===== src/rtl/muldiv_pkg.sv =====
// Shared types and op decode helpers for the iterative RISC-V M-extension unit.
package muldiv_pkg;

  typedef enum logic [2:0] {
    MUL    = 3'b000,
    MULH   = 3'b001,
    MULHSU = 3'b010,
    MULHU  = 3'b011,
    DIV    = 3'b100,
    DIVU   = 3'b101,
    REM    = 3'b110,
    REMU   = 3'b111
  } muldiv_op_e;

  typedef enum logic [1:0] {
    IDLE = 2'd0,
    PREP = 2'd1,
    CALC = 2'd2,
    FIX  = 2'd3
  } muldiv_state_e;

  function automatic logic is_div(muldiv_op_e op);
    return op[2];
  endfunction

  // MUL keeps only the low half, which is the same for any signedness.
  function automatic logic op_signed_a(muldiv_op_e op);
    return (op == MULH) || (op == MULHSU) || (op == DIV) || (op == REM);
  endfunction

  function automatic logic op_signed_b(muldiv_op_e op);
    return (op == MULH) || (op == DIV) || (op == REM);
  endfunction

endpackage


===== src/rtl/muldiv_operand_prep.sv =====
// Combinational magnitude and sign extraction of both operands for the given op.
module muldiv_operand_prep
  import muldiv_pkg::*;
#(
  parameter int XLEN = 64
) (
  input  muldiv_op_e        op,
  input  logic [XLEN-1:0]   a,
  input  logic [XLEN-1:0]   b,
  output logic [XLEN-1:0]   absA,
  output logic [XLEN-1:0]   absB,
  output logic              negA,
  output logic              negB
);

  assign negA = op_signed_a(op) & a[XLEN-1];
  assign negB = op_signed_b(op) & b[XLEN-1];
  assign absA = negA ? -a : a;
  assign absB = negB ? -b : b;

endmodule


===== src/rtl/rv_muldiv_seq.sv =====
// Iterative MUL/DIV unit: XLEN+3 cycles per op, start ignored while busy; kill aborts silently.
// MULDIV_FAST_ZERO_EN: zero operands skip the iteration phase (done 2 edges after accept).
module rv_muldiv_seq
  import muldiv_pkg::*;
#(
  parameter int XLEN = 64,
  parameter int CNTW = $clog2(XLEN) + 1
) (
  input  logic              Clk,
  input  logic              Reset,
  input  logic              start,
  input  logic [2:0]        op,
  input  logic [XLEN-1:0]   a,
  input  logic [XLEN-1:0]   b,
  input  logic              kill,
  output logic              busy,
  output logic              done,
  output logic [XLEN-1:0]   result
);

  muldiv_state_e     state;
  muldiv_op_e        opR;
  logic [CNTW-1:0]   counter;
  logic [XLEN-1:0]   aR, bR, magA, magB;
  logic [2*XLEN-1:0] acc;
  logic              negS, negR;

  logic [XLEN-1:0]   absA, absB;
  logic              negA, negB;

  muldiv_operand_prep #(.XLEN(XLEN)) uPrep (
    .op   (opR),
    .a    (aR),
    .b    (bR),
    .absA (absA),
    .absB (absB),
    .negA (negA),
    .negB (negB)
  );

  // acc holds {partial product, multiplier} for MUL and {remainder, quotient} for DIV.
  logic [XLEN-1:0]   mulAdd, quotFix, remFix, fixVal;
  logic [XLEN:0]     mulSum, remShift, divDiff;
  logic [2*XLEN-1:0] prodFix;
  logic              bZero;

  always_comb begin
    mulAdd   = acc[0] ? magA : '0;
    mulSum   = {1'b0, acc[2*XLEN-1:XLEN]} + {1'b0, mulAdd};
    remShift = {acc[2*XLEN-1:XLEN], acc[XLEN-1]};
    divDiff  = remShift - {1'b0, magB};
    prodFix  = negS ? -acc : acc;
    quotFix  = negS ? -acc[XLEN-1:0] : acc[XLEN-1:0];
    remFix   = negR ? -acc[2*XLEN-1:XLEN] : acc[2*XLEN-1:XLEN];
    bZero    = (bR == '0);
    case (opR)
      MUL:                 fixVal = prodFix[XLEN-1:0];
      MULH, MULHSU, MULHU: fixVal = prodFix[2*XLEN-1:XLEN];
      DIV, DIVU:           fixVal = bZero ? '1 : quotFix;
      default:             fixVal = bZero ? aR : remFix;
    endcase
  end

  always_ff @(posedge Clk or posedge Reset) begin
    if (Reset) begin
      state   <= IDLE;
      opR     <= MUL;
      counter <= '0;
      aR      <= '0;
      bR      <= '0;
      magA    <= '0;
      magB    <= '0;
      acc     <= '0;
      negS    <= 1'b0;
      negR    <= 1'b0;
      busy    <= 1'b0;
      done    <= 1'b0;
      result  <= '0;
    end else begin
      done <= 1'b0;
      if (kill) begin
        state <= IDLE;
        busy  <= 1'b0;
      end else begin
        case (state)
          IDLE: begin
            if (start) begin
              opR   <= muldiv_op_e'(op);
              aR    <= a;
              bR    <= b;
              busy  <= 1'b1;
              state <= PREP;
            end
          end
          PREP: begin
            magA    <= absA;
            magB    <= absB;
            negS    <= negA ^ negB;
            negR    <= negA;
            acc     <= {{XLEN{1'b0}}, (is_div(opR) ? absA : absB)};
            counter <= CNTW'(XLEN - 1);
            state   <= CALC;
`ifdef MULDIV_FAST_ZERO_EN
            if ((aR == '0) || (bR == '0)) begin
              acc   <= '0;
              state <= FIX;
            end
`endif
          end
          CALC: begin
            if (is_div(opR))
              acc <= divDiff[XLEN] ? {acc[2*XLEN-2:0], 1'b0}
                                   : {divDiff[XLEN-1:0], acc[XLEN-2:0], 1'b1};
            else
              acc <= {mulSum, acc[XLEN-1:1]};
            counter <= counter - CNTW'(1);
            if (counter == '0) state <= FIX;
          end
          FIX: begin
            result <= fixVal;
            done   <= 1'b1;
            busy   <= 1'b0;
            state  <= IDLE;
          end
          default: state <= IDLE;
        endcase
      end
    end
  end

endmodule


===== config.mk =====
export PLATFORM = sky130hd
export DESIGN_NAME = rv_muldiv_seq
export DESIGN_NICKNAME = d
export VERILOG_FILES = /design/src/rtl/muldiv_pkg.sv /design/src/rtl/muldiv_operand_prep.sv /design/src/rtl/rv_muldiv_seq.sv
export SDC_FILE = /design/constraint.sdc
export NUM_CORES = 2
export LEC_CHECK = 0
export CAP_MARGIN = 5
export CORE_ASPECT_RATIO = 1.25
export CORE_MARGIN = 2
export CORE_UTILIZATION = 45
export CTS_CLUSTER_DIAMETER = 80
export DETAILED_ROUTE_END_ITERATION = 8
export MAX_ROUTING_LAYER = met4
export PLACE_DENSITY = 0.74
export SYNTH_ARGS = -nofsm -noshare
export SYNTH_HDL_FRONTEND = slang
export SYNTH_SLANG_ARGS = --single-unit

===== constraint.sdc =====
create_clock -name Clk -period 21 [get_ports Clk]
set_input_delay 4.2 -clock Clk [delete_from_list [all_inputs] [get_ports Clk]]
set_output_delay 4.2 -clock Clk [all_outputs]
set_load 0.02 [all_outputs]

==> Word-level counts from Yosys, hierarchy flattened <==
Cells that the tools add are included.
{ "classes": {"n_addsub": 8, "multipliers": 0, "n_div": 0, "order_cmp": 0, "eq_ne": 11, "shifts": 0, "n_mux": 23, "bitwise": 4, "n_reduce_logical": 19} }
{ "ops": {"columns": ["operator", "count"], "rows": [
  ["64-bit 2-to-1 mux", 8],
  ["128-bit 2-to-1 mux", 3],
  ["64-bit negator", 4],
  ["128-bit one-hot mux with 2 select lines", 1],
  ["64-bit one-hot mux with 3 select lines", 1],
  ["128-bit negator", 1],
  ["64-bit by 64-bit adder with 65-bit output", 1],
  ["65-bit by 64-bit subtractor with 65-bit output", 1],
  ["64-bit logical NOT", 1],
  ["7-bit one-hot mux with 2 select lines", 1],
  ["2-bit AND reduction", 5],
  ["3-bit == test (second input constant)", 3],
  ["2-bit one-hot mux with 4 select lines", 1],
  ["7-bit logical NOT", 1],
  ["7-bit by 1-bit subtractor with 7-bit output (second input constant)", 1],
  ["3-bit by 2-bit == test with 1-bit output (second input constant)", 2],
  ["2-bit 2-to-1 mux", 3],
  ["3-bit inequality test (second input constant)", 2],
  ["1-bit logical OR", 5],
  ["2-bit == test (second input constant)", 2],
  ["1-bit 2-to-1 mux", 4],
  ["3-bit by 1-bit == test with 1-bit output (second input constant)", 1],
  ["3-bit logical NOT", 1],
  ["3-bit AND reduction", 1],
  ["10 further kinds", 11]
]} }
{ "totals": {"ff_bits": 464, "latch_bits": 0, "ramBits": 0, "rom_bits": 0, "output_inout_bits": 66, "word_cells": 78, "mem_count": 0} }

==> Longest topological paths before layout <==
{ "logic_depth": {"depth_word": 8, "depth_mapped": 18, "mapped_depth_nobuf": 15} }

==> Cells and area by module <==
A second synthesis with hierarchy kept.
{ "hier_totals": {"hier_cells": 4324, "area_unflattened_um2": 36930.4} }
{ "by_module_without_submodules": {"columns": ["mod", "n_inst", "cells_each", "area_per_inst_um2", "seq_area_each_um2"], "rows": [
  ["rv_muldiv_seq", 1, 3873, 33992.6, 11611.1],
  ["muldiv_operand_prep", 1, 451, 2937.8, 0.0]
]} }

==> Least setup slack after synthesis <==
Ideal clock, no wire load.
{ "synth_path": {"kind": "in2reg", "from": "input port start", "to": "register aR[0]", "setup_ns": 0.125, "arrival_time_ns": 5.485, "required_ns": 20.875, "path_slack_ns": 15.390, "path_stages": 6, "path_buffers": 3, "path_cell_list": "nand2_1 > or2_2 > clkbuf_1 > clkbuf_1 > clkbuf_1 > mux2_2"} }
{ "synth_between": {"elab_chain_len": 1} }
{ "synth_lines": {"columns": ["item", "line", "source"], "rows": [
  ["from (decl)", "rv_muldiv_seq.sv:11", "input logic start,"],
  ["3-bit AND reduction (no source line)", null, null],
  ["to (signal assigned)", "rv_muldiv_seq.sv:69", "aR <= '0;"],
  ["to (signal assigned)", "rv_muldiv_seq.sv:89", "aR <= a;"],
  ["to (decl)", "rv_muldiv_seq.sv:24", "logic [XLEN-1:0] aR, bR, magA, magB;"]
]} }
Every way passes these cells.
A chain may end at the register's enable or synchronous reset.

==> Final worst setup path <==
{ "layout_path": {"from": "input port kill", "to": "register magA[11]"} }
{ "layout_between": {"elab_chain_len": 2} }
{ "layout_lines": {"columns": ["item", "line", "source"], "rows": [
  ["from (decl)", "rv_muldiv_seq.sv:15", "input logic kill,"],
  ["1-bit NOT (no source line)", null, null],
  ["2-bit AND reduction (no source line)", null, null],
  ["to (signal assigned)", "rv_muldiv_seq.sv:96", "magA <= absA;"],
  ["to (decl)", "rv_muldiv_seq.sv:24", null]
]} }
Every way passes these cells.

==> impl_metrics.tcl <==
set metrics [dict create \
    synth_ff_type "dfrtp_1" \
    fill_cells 7735 \
    period_needed_ns 6.88 \
    post_cts_buffers 0 \
    routabilityCongestion 1.05 \
    end_kind "flip-flop" \
    grt_antenna_before_repair 7 \
    dp_hpwl_um 111000 \
    cts_buffer_depth 3 \
    min_period_over_period_pct 32.7 \
    fin_skew_ns 0.0471 \
    drcViolationCount 0 \
    start_kind "input pin" \
    powerDensity_nw_per_um2 191 \
    synth.largest_area_cell "dfrtp_1" \
    hold_depth 2 \
    crit_chain "clkdlybuf4s50_1 -> nand2b_4 -> buf_4 -> buf_4 -> o21ai_0" \
    grt_max_degree 153 \
    dpl_worst_slack_ns 13.54 \
    clk_latency_ns 0.68 \
    hold_viol_final 0 \
    synth_edf_count 0 \
    maxSlewHeadroom_pct 23.1 \
    placed_area_um2 39000 \
    worstReg2RegEnd "acc[120]$_DFFE_PP0P_" \
    swShare_pct 54.1 \
    p_int_mw 3.57 \
    rsz0062_at_grt "false" \
    synth_area_leaders "dfrtp_1 32%, o21ai_0 6.7%, nand2_1 6.3%, xor2_1 5.2%, xnor2_1 5.0%" \
    io-pin-count 201 \
    p_leak_nw 17.4 \
    die_h_um 322 \
    outcome "complete, no violations" \
    initial_core_util_pct 45.4 \
    ys_warn_count 0 \
    ys_types 85 \
    overflow 0 \
    dieArea_um2 83100 \
    vias 35500 \
    final.setup.tns_ns 0 \
    fp.coreArea_um2 80100 \
    drt_iter0_drc 4236 \
    cts_buffers 50 \
    ys_seq_area_share_pct 31.9 \
    cpMaxStageDelayCell "buf_4" \
    hold_path_end "magA[22]$_DFFE_PP0P_" \
    ff2ff_setup_slack_ns 14.89 \
    cap_violations 0 \
    cts_htree_levels 2 \
    cp.arrival_ns 7.35 \
    syn_area_per_cell_um2 8.16 \
    final_area_um2 40800 \
    r2r_cells 15 \
    postRouteAntennaNets 0 \
    wl_per_cell_um 26.2 \
    postSynthCellCount 4458 \
    vdd_drop_max_mv 0.0973 \
    holdCritStartpoint "magA[22]$_DFFE_PP0P_" \
    setup_violations 0 \
    viasPerCell 6.38 \
    clk_pin_slew_worst_paths_ns 0.06 \
    cts_sinks 464 \
    multiInputGateArea_um2 23000 \
    p_clk_share_pct 12.5 \
    grt_first_pass_wirelength_um 215000 \
    crit_required_ns 21.48 \
    grt.total_usage_pct 35.2 \
    fin_nets 4719 \
    yosysTopAreaCellShare_pct 31.9 \
    fin_ws_ns 14.12 \
    wl_um 145000 \
    grt_pass1_vias 33400 \
    die_w_um 258 \
    p_seq_share_pct 24.3 \
    p_sw_mw 4.21 \
    seq_area_um2 11600 \
    hold_path_class "flip-flop to flip-flop" \
    ys_ff_latch 464 \
    synthArstFlopShare_pct 100 \
    worstSetupPathType "input pin to flip-flop" \
    timing.fmax_ghz 0.145 \
    cp_common_cell "buf_4" \
    rr_startpoint "acc[0]$_DFFE_PP0P_" \
    dr.pass1.iters 6 \
    io_buffers 200 \
    slowest_delay_ns 0.75 \
    hold_buffers 0 \
    syn_area_um2 36400 \
    cp_max_fo 95 \
    row_count 116 \
    synth.net_count 4733 \
    drive_gt1_share_pct 8.40 \
    tightestPinTransition_ns 1.15 \
    power_frac_comb_pct 63.2 \
    ctsResizeCount 0 \
    area_delta_synth_final_pct 12.1 \
    cts-root-buf "clkbuf_16" \
    cts_tree "done" \
    maxSlewViolCount 0 \
]
[kinds of logic (layout without fill, tap and decap cells)]
| kind of cell | after synthesis | count (layout) | share of synthesized area, % |
|---|---|---|---|
| multiplexers | 207 | 207 | 7.45 |
| AO/OA/AOI/OAI | 1327 | 1327 | 22.4 |
| XOR/XNOR | 420 | 420 | 10.1 |
| adder cells (fa/ha/maj) | 140 | 140 | 4.86 |
| AND/OR/NAND/NOR | 1425 | 1425 | 18.3 |
| flip-flops | 464 | 464 | 31.9 |
| other | 0 | 6 | 0 |
| buffers and inverters | 475 | 503 | 4.95 |
[placed cells by master (no fill, tap or decap), drive strengths merged, types with 29 or more instances in the layout]
| master | instances |
|---|---|
| nor4 | 41 |
| nand4 | 47 |
| a31oi | 48 |
| a22oi | 29 |
| nand2b | 47 |
| xnor2 | 206 |
| a21oi | 292 |
| buf | 51 |
| mux4 | 37 |
| nor3 | 79 |
| a21o | 78 |
| ha | 138 |
| nor2 | 262 |
| xor2 | 214 |
| dfrtp | 464 |
| o21ai | 508 |
| o31ai | 67 |
| or3 | 58 |
| o22ai | 47 |
| mux2 | 139 |
| nand2 | 610 |
| mux2i | 31 |
| and2 | 88 |
| nand3 | 85 |
| clkdlybuf4s50 | 200 |
| inv | 159 |
| clkbuf | 64 |
[through the flow]
| stage | hold WS (ns) | utilization (%) | total power [mW] | instances |
|---|---|---|---|---|
| after global placement | 0.455 | 48.6 | 6.52 | 5454 |
| final | 0.475 | 50.9 | 7.77 | 5554 |
| after detailed placement | 0.464 | 48.6 | 6.56 | 5454 |
| after CTS | 0.478 | 50.9 | 7.56 | 5548 |
| after floorplan | 0.442 | - | 4.81 | 4458 |
| after global routing | 0.493 | 50.9 | 8.14 | 5552 |
[cells in the mapped netlist (55+ instances only)]
| library cell | number |
|---|---|
| o21ai_0 | 484 |
| nand3_1 | 85 |
| nor3_1 | 79 |
| dfrtp_1 | 464 |
| clkbuf_1 | 285 |
| inv_1 | 157 |
| o31ai_1 | 65 |
| nand2_1 | 610 |
| mux2_2 | 139 |
| or3_1 | 55 |
| a21oi_1 | 292 |
| xnor2_1 | 206 |
| and2_1 | 88 |
| ha_1 | 138 |
| a21o_1 | 78 |
| xor2_1 | 214 |
| nor2_1 | 262 |
[worst max path at each step]
stage | start | end | slack, ns | cells after the start
after global routing | kill | magA[11]$_DFFE_PP0P_ | 13.83 | 5
after floorplan | Reset | aR[0]$_DFFE_PP0P_ | 3.86 | 1
after global placement | kill | magB[11]$_DFFE_PP0P_ | 13.62 | 5
final | kill | magA[11]$_DFFE_PP0P_ | 14.12 | 5
after CTS | kill | magB[31]$_DFFE_PP0P_ | 14.19 | 5
after detailed placement | kill | magA[11]$_DFFE_PP0P_ | 13.54 | 5
[critical path, delay by kind of cell]
| kind | cells | cell delay, ns |
|---|---|---|
| and+or+nand+nor | 1 | 0.73 |
| buffers and inverters | 3 | 2.07 |
| AOI/OAI and AO/OA | 1 | 0.22 |
[layer usage]
| metal | wire length (um) | part of all wire [%] | up-vias | GRT usage (%) |
|---|---|---|---|---|
| met5 | 0 | 0 | - | - |
| li1 | - | - | 15900 | - |
| met4 | 6960 | 4.8 | 0 | 14.7 |
| met3 | 15500 | 11 | 322 | 7.74 |
| met1 | 60400 | 42 | 17300 | 47.2 |
| met2 | 62500 | 43 | 1976 | 51.4 |
[cell type report]
class	instances	share of cell area, %
well taps	1062	3.26
flip-flops and latches	464	28.5
inverters	158	1.48
multi-input cells	3519	56.5
repair buffers	251	5.88
clock inverters	30	0.998
diodes	6	0.0368
clock buffers	64	3.39
[power groups by stage]
stage                     logic (mW)  registers, mW  clock network (mW)
final                           4.92           1.89               0.973
after global routing            5.21           1.92                1.01
after CTS                       4.73           1.85               0.979
after detailed placement        4.70           1.86                   0
after global placement          4.67           1.86                   0
after floorplan                 3.18           1.63                   0
[sequential cells by signal, indices dropped and copies added, names as in the netlist, 2 cells and up]
| name | flops |
|---|---|
| bR | 64 |
| acc | 128 |
| result | 64 |
| opR | 3 |
| magB | 64 |
| magA | 64 |
| aR | 64 |
| state | 2 |
| counter | 7 |
Power figures use the tool's default switching activity.
